<file path="config.mk">
export PLATFORM = sky130hd
export DESIGN_NAME = control_unit
export DESIGN_NICKNAME = d
export VERILOG_FILES = /design/src/rtl/control_unit.sv
export SDC_FILE = /design/constraint.sdc
export NUM_CORES = 1
export LEC_CHECK = 0
export ABC_AREA = 1
export CAP_MARGIN = 25
export CORE_UTILIZATION = 41
export CTS_CLUSTER_DIAMETER = 200
export DETAILED_ROUTE_END_ITERATION = 16
export HOLD_SLACK_MARGIN = 0.02
export MAX_ROUTING_LAYER = met4
export PLACE_DENSITY = 0.8
export RECOVER_POWER = 25
export SLEW_MARGIN = 15
export SYNTH_ARGS = -nofsm -noshare
export SYNTH_HDL_FRONTEND = slang
export SYNTH_SLANG_ARGS = --single-unit
export TNS_END_PERCENT = 10
</file>
<file path="constraint.sdc">
create_clock -name i_clk -period 2.4 [get_ports i_clk]
set_clock_uncertainty 0.2 [all_clocks]
set_input_delay 0.24 -clock i_clk [delete_from_list [all_inputs] [get_ports i_clk]]
set_output_delay 0.24 -clock i_clk [all_outputs]
set_load 0.05 [all_outputs]
</file>
<file path="src/rtl/control_unit.sv">
// control_unit: FETCH/DECODE/EXEC/HALT controller for the accumulator datapath.
// Define CTRL_TIMEOUT_EN to add the memory-wait timeout (sticky o_bus_err, forced HALT).
module control_unit #(
   parameter int TIMEOUT_CYCLES = 255
) (
   input  logic        i_clk,
   input  logic        i_reset,
   input  logic [15:0] i_mem_rdata,
   input  logic        i_mem_ready,
   input  logic        i_ac_zero,
   output logic [1:0]  o_pc_sel,
   output logic [1:0]  o_ac_sel,
   output logic        o_ac_load,
   output logic        o_alu_op,
   output logic        o_mem_rd,
   output logic        o_mem_wr,
   output logic        o_addr_sel,
   output logic [15:0] o_ir,
   output logic        o_halted,
   output logic        o_bus_err
);
   typedef enum logic [1:0] {S_FETCH, S_DECODE, S_EXEC, S_HALT} state_t;
   localparam logic [2:0] OP_LDA = 3'b001;
   localparam logic [2:0] OP_STA = 3'b010;
   localparam logic [2:0] OP_ADD = 3'b011;
   localparam logic [2:0] OP_SUB = 3'b100;
   localparam logic [2:0] OP_JMP = 3'b101;
   localparam logic [2:0] OP_JEZ = 3'b110;
   localparam logic [2:0] OP_HLT = 3'b111;
   state_t r_state, w_next;
   logic [15:0] r_ir;
   logic [2:0] w_op;
   logic w_rd_op, w_mem_op, w_wait, w_done, w_timeout;
   assign w_op = r_ir[15:13];
   assign w_rd_op = w_op == OP_LDA || w_op == OP_ADD || w_op == OP_SUB;
   assign w_mem_op = w_rd_op || w_op == OP_STA;
   assign w_wait = !i_mem_ready && (r_state == S_FETCH || (r_state == S_EXEC && w_mem_op));
   assign w_done = !w_mem_op || i_mem_ready;
   assign o_ir = r_ir;
`ifdef CTRL_TIMEOUT_EN
   localparam int CW = $clog2(TIMEOUT_CYCLES + 1);
   localparam logic [CW-1:0] LP_LAST = CW'(TIMEOUT_CYCLES - 1);
   logic [CW-1:0] r_cnt;
   logic r_bus_err;
   // Counter only runs across consecutive wait cycles; any ready or state change clears it.
   assign w_timeout = w_wait && r_cnt == LP_LAST;
   assign o_bus_err = r_bus_err;
   always_ff @(posedge i_clk or posedge i_reset) begin
      if (i_reset) begin
         r_cnt <= '0;
         r_bus_err <= 1'b0;
      end else begin
         r_cnt <= w_wait ? r_cnt + CW'(1) : '0;
         r_bus_err <= r_bus_err | w_timeout;
      end
   end
`else
   logic w_unused_timeout;
   assign w_unused_timeout = TIMEOUT_CYCLES == 0;
   assign w_timeout = 1'b0;
   assign o_bus_err = 1'b0;
`endif
   always_ff @(posedge i_clk or posedge i_reset) begin
      if (i_reset) begin
         r_state <= S_FETCH;
         r_ir <= '0;
      end else begin
         r_state <= w_next;
         if (r_state == S_FETCH && i_mem_ready) r_ir <= i_mem_rdata;
      end
   end
   always_comb begin
      w_next = r_state;
      o_pc_sel = 2'b10;
      o_ac_sel = 2'b00;
      o_ac_load = 1'b0;
      o_alu_op = 1'b0;
      o_mem_rd = 1'b0;
      o_mem_wr = 1'b0;
      o_addr_sel = 1'b0;
      o_halted = 1'b0;
      case (r_state)
         S_FETCH: begin
            o_mem_rd = 1'b1;
            w_next = i_mem_ready ? S_DECODE : S_FETCH;
         end
         S_DECODE: w_next = w_op == OP_HLT ? S_HALT : S_EXEC;
         S_EXEC: begin
            o_mem_rd = w_rd_op;
            o_mem_wr = w_op == OP_STA;
            o_addr_sel = w_mem_op;
            o_ac_sel = w_op == OP_LDA ? 2'b01 : 2'b00;
            o_alu_op = w_op == OP_SUB;
            o_ac_load = w_done && w_rd_op;
            o_pc_sel = !w_done ? 2'b10 :
                       (w_op == OP_JMP || (w_op == OP_JEZ && i_ac_zero)) ? 2'b01 : 2'b00;
            w_next = w_done ? S_FETCH : S_EXEC;
         end
         default: o_halted = 1'b1;
      endcase
      if (w_timeout) w_next = S_HALT;
      // PC is forced to zero for as long as reset is held.
      if (i_reset) o_pc_sel = 2'b11;
   end
endmodule
</file>
# ---- Word level (Yosys, flattened, before mapping)
# Index checks and enable logic that the tools add are counted.
dict set report totals {
  ff_bits 18
  inputBits 20
  output_inout_bits 27
}
dict set report classes {
  eq_ne 9
  n_mux 16
  n_reduce_logical 12
}
# cell count
set op_table {}
lappend op_table {{== test 3 bit, second input constant} 4}
lappend op_table {{two-way mux 1 bit} 10}
lappend op_table {{two-way mux 2 bit} 4}
lappend op_table {{== test 3 x 2 -> 1 bit, second input constant} 2}
lappend op_table {{one-hot mux 2 bit (3 select lines)} 1}
lappend op_table {{logical OR 1 bit} 5}
lappend op_table {{== test 3 x 1 -> 1 bit, second input constant} 1}
lappend op_table {{logical AND 1 bit} 3}
lappend op_table {{nonzero test 3 bit} 1}
lappend op_table {{OR reduction 3 bit} 1}
lappend op_table {{== test 2 x 1 -> 1 bit, second input constant} 1}
lappend op_table {{== test 2 bit, second input constant} 1}
lappend op_table {{zero test 2 bit} 1}
lappend op_table {{one-hot mux 1 bit (2 select lines)} 1}
lappend op_table {{zero test 1 bit} 1}

# ---- Logic depth before layout (Yosys ltp)
dict set report depth {
  depth_word 9
  mapped_depth 6
}

# ---- Least setup slack after synthesis
# OpenSTA, ideal clock, no wires.
dict set report synth_timing {
  kind {register -> output}
  startpoint {register r_ir[15] (netlist: o_ir[15])}
  endpoint {output port o_addr_sel}
  arrival_ns 1.979
  path_slack_ns -0.019
  stages_incl_launch_ff 4
  path_buffers 0
  path_cell_list {dfrtp_1 > inv_1 > nand3_1 > o21ai_0}
}
dict set report synth_between {
  elab_chain_cells 5
}
# item line
set synth_lines {}
lappend synth_lines {{from (decl)} 31} ;# logic [15:0] r_ir;
lappend synth_lines {{from (signal assigned)} 69} ;# if (r_state == S_FETCH && i_mem_ready) r_ir <= i_mem_rdata;
lappend synth_lines {{== test 3 x 1 -> 1 bit / == test 3 x 2 -> 1 bit (equally long branches)} 35} ;# assign w_rd_op = w_op == OP_LDA || w_op == OP_ADD || w_op == OP_SUB;
lappend synth_lines {{logical OR 1 bit (2 in series)} 35}
lappend synth_lines {{logical OR 1 bit (*)} 36} ;# assign w_mem_op = w_rd_op || w_op == OP_STA;
lappend synth_lines {{two-way mux 1 bit (*)} 82} ;# case (r_state)
lappend synth_lines {{to (decl)} 17} ;# output logic o_addr_sel,
# Every way passes the cells marked *; elsewhere a longest branch is shown, timed or not.

# ---- Worst setup path after layout
dict set report layout_timing {
  startpoint {register r_state[0]}
  endpoint {output port o_halted}
}
dict set report layout_between {
  elab_chain_cells 3
}
# item line
set layout_lines {}
lappend layout_lines {{from (decl)} 30} ;# state_t r_state, w_next;
lappend layout_lines {{from (signal assigned)} 68} ;# r_state <= w_next;
lappend layout_lines {{== test 2 bit, or another cell as far along} 82}
lappend layout_lines {{OR reduction 3 bit (no source line) (*)} -}
lappend layout_lines {{two-way mux 1 bit (*)} 82}
lappend layout_lines {{to (decl)} 19} ;# output logic o_halted,
# Marks and branches as above.

==> results.toml <==
[power_and_ir_drop]
internal_power_mw = 0.4238
p_leak_nw = 0.7134
p_switching_mw = 0.1106
pwr-share-seq = 0.567
swShare = 0.2069
combPwrFrac = 0.095
p_per_area_mw_per_mm2 = 389.3
p_clk_frac = 0.338
peakVddDrop_mv = 0.3996

[logic_synthesis]
yosys.area.top_type = "dfrtp_1"
synth_area_um2 = 900.9
yosysMostFrequentCell = "dfrtp_1"
post_synth_fa_ha_maj_area_fraction = 0.05556
synth_xor_area_frac = 0
synth_compound_area_frac = 0.03889
synthDistinctLibCells = 15
synth_top_family_by_area = "multiplexers"
synth-main-ff-cell = "dfrtp_1"
synthMuxAreaShare = 0.1792
synth-seq-cells = 18
synth_top_area_share = 0.5000
yosysWarnings = 0
yosysSeqAreaShare = 0.5000
syn_inst = 87
synthArstFlopShare = 1.000
yosys.area_share.simple = 0.1472
synth_edf_count = 0
yosys-top-cells-area = "dfrtp_1, mux2_2, mux2_4, ha_1, inv_1"
synthTopCellsByCount = "dfrtp_1, inv_1, nand2_1, mux2_2"
postSynthAreaPerCell_um2 = 10.35

[min_path]
holdCritPathClass = "flip-flop to flip-flop"
min_to = "o_ir[1]$_DFFE_PP0P_"
whs_path_depth = 1
hp-start = "o_ir[1]$_DFFE_PP0P_"

[final_layout]
post-route-util = 0.6788
synthToLayoutAreaGrowth_pct = 52.36
fin_cells = 161
multiInputGateArea_um2 = 386.6
diodes = 0
fin_nets = 159
regArea_um2 = 450.4
drive_above_1_share = 0.1940
fillers = 163

[setup_path]
rrSetupSlack_ns = 0.75
reg2reg_depth = 4
cp.arrival_ns = 1.74
r2r-end = "o_ir[12]$_DFFE_PP0P_"
start_kind = "flip-flop"
rr_startpoint = "r_state[0]$_DFFE_PP0N_"
cp.required_ns = 1.96
criticalPathCategory = "flip-flop to output port"
end_kind = "output port"
critPathMaxFanout = 4

[routing]
vias = 740
ant_nets = 0
wl_per_cell_um = 11.53
drc = 0
drt_iter0_markers = 11
drtPass1Iterations = 4
drt_wl_total_um = 1856
via_per_inst = 4.596

[global_routing]
met3_usage = 0.02804
grtUsageTotal = 0.1764
grt_overflow = 0
grt_util_met1 = 0.2140
antenna_found_initial = 0
grt_pass1_wl_um = 3180
grt_max_degree = 20
grt_use_met2 = 0.3056
grt_pass1_vias = 746
busiest_layer = "met2"

[sta]
worst_slew_pin_slew_ns = 0.9248
slew_violations = 0
slew_headroom = 0.3835
whs_ns = 0.3136
max_clock_freq_mhz = 458.9
min_period_over_period = 0.9080
hold_viol = 0
rsz0062_at_grt = "no"
fin_crit_ns = 2.179
finalSetupTns_ns = 0
setup_violations = 0

[floorplanning]
die_h_um = 48.88
start_util = 0.4455
fp.dieW_um = 48.88
pin_count = 47
rows = 16
core_mm2 = 0.002022
dieArea_mm2 = 0.002389

[clock_tree]
clock-root-buffer = "clkbuf_4"
htree_levels = 1
cts_tree = "yes"
cts_made_buffers = 3
cts_resized = 0
cts_hold_buf = 0
postCtsSetupBuffers = 0
clockBufferDepth = 2
insertion_delay_ns = 0.28
path_clk_slew_ns = 0.10
clock_sinks = 18

[placement]
hpwl_um = 1514
placed_cells = 157
io_buffers = 44
gp_congestion = 0.7705

[outcome]
outcome = "finished clean"

[job]
maxCapViolations = 0
-- power by group through the flow --
stage,combinational (mW),clock [mW],sequential (mW)
2_1_floorplan,0.0189,0,0.309
3_3_place_gp,0.0515,0,0.309
3_5_place_dp,0.0527,0,0.309
4_1_cts,0.0529,0.186,0.303
5_1_grt,0.0549,0.198,0.303
6_report,0.0508,0.180,0.303
-- logic make-up (layout without fill, tap and decap cells) --
group                    count (synthesis)  count (layout)
adder cells (fa/ha/maj)                  4               4
AO/OA/AOI/OAI                            7               7
other                                    1               2
buffers and inverters                   14              60
multiplexers                            13              13
AND/OR/NAND/NOR                         30              30
flip-flops                              18              18
-- sequential cells by signal, summed over array words and instances, names as in the netlist --
signal   cells
o_ir        16
r_state      2
-- final cells by class --
class,instances,area share
flip-flops and latches,18,0.3282
repair buffers,45,0.3090
multi-input cells,56,0.2817
inverters,11,0.03008
clock buffers,4,0.02644
well taps,27,0.02461
-- routing by layer --
layer / vias up / part of all wire / wire length [µm]
li1: 374 / - / -
met1: 333 / 0.42 / 776
met3: 2 / 0.055 / 103
met5: - / 0 / 0
met2: 31 / 0.52 / 966
met4: 0 / 0.0054 / 10
-- worst max-delay path: stages, from the launching register on --
cell             delay [ns]
dfrtp_1                0.41
ha_1                   0.23
clkdlybuf4s50_1        0.82
-- worst max-delay path by stage --
stage	startpoint	end	slack (ns)	cells after the start
6_report	r_state[0]$_DFFE_PP0N_	o_halted	0.22	2
5_1_grt	r_state[0]$_DFFE_PP0N_	o_halted	0.16	2
4_1_cts	r_state[0]$_DFFE_PP0N_	o_halted	0.21	2
3_5_place_dp	r_state[0]$_DFFE_PP0N_	o_halted	0.54	2
3_3_place_gp	r_state[0]$_DFFE_PP0N_	o_halted	0.57	2
2_1_floorplan	o_ir[13]$_DFFE_PP0P_	o_ac_sel[0]	0.1	2
-- through the flow --
step / setup slack, ns / total power, mW / area (µm²)
after global placement: 0.5739 / 0.3606 / 1340
after global routing: 0.1632 / 0.5561 / 1373
after detailed placement: 0.5388 / 0.3618 / 1340
after floorplan: 0.09795 / 0.3280 / 904.6
after CTS: 0.2098 / 0.5416 / 1376
final: 0.2208 / 0.5344 / 1373
-- cell usage in the layout, fill, tap and decap left out, types with 8 or more instances in the layout --
cell type and instances:
clkdlybuf4s50_1 35, dfrtp_1 18, inv_1 11, nand2_1 11, mux2_2 9, nor2_1 8, nand3_1 8, buf_4 8
Note: power is estimated with default switching activity, not from simulation.
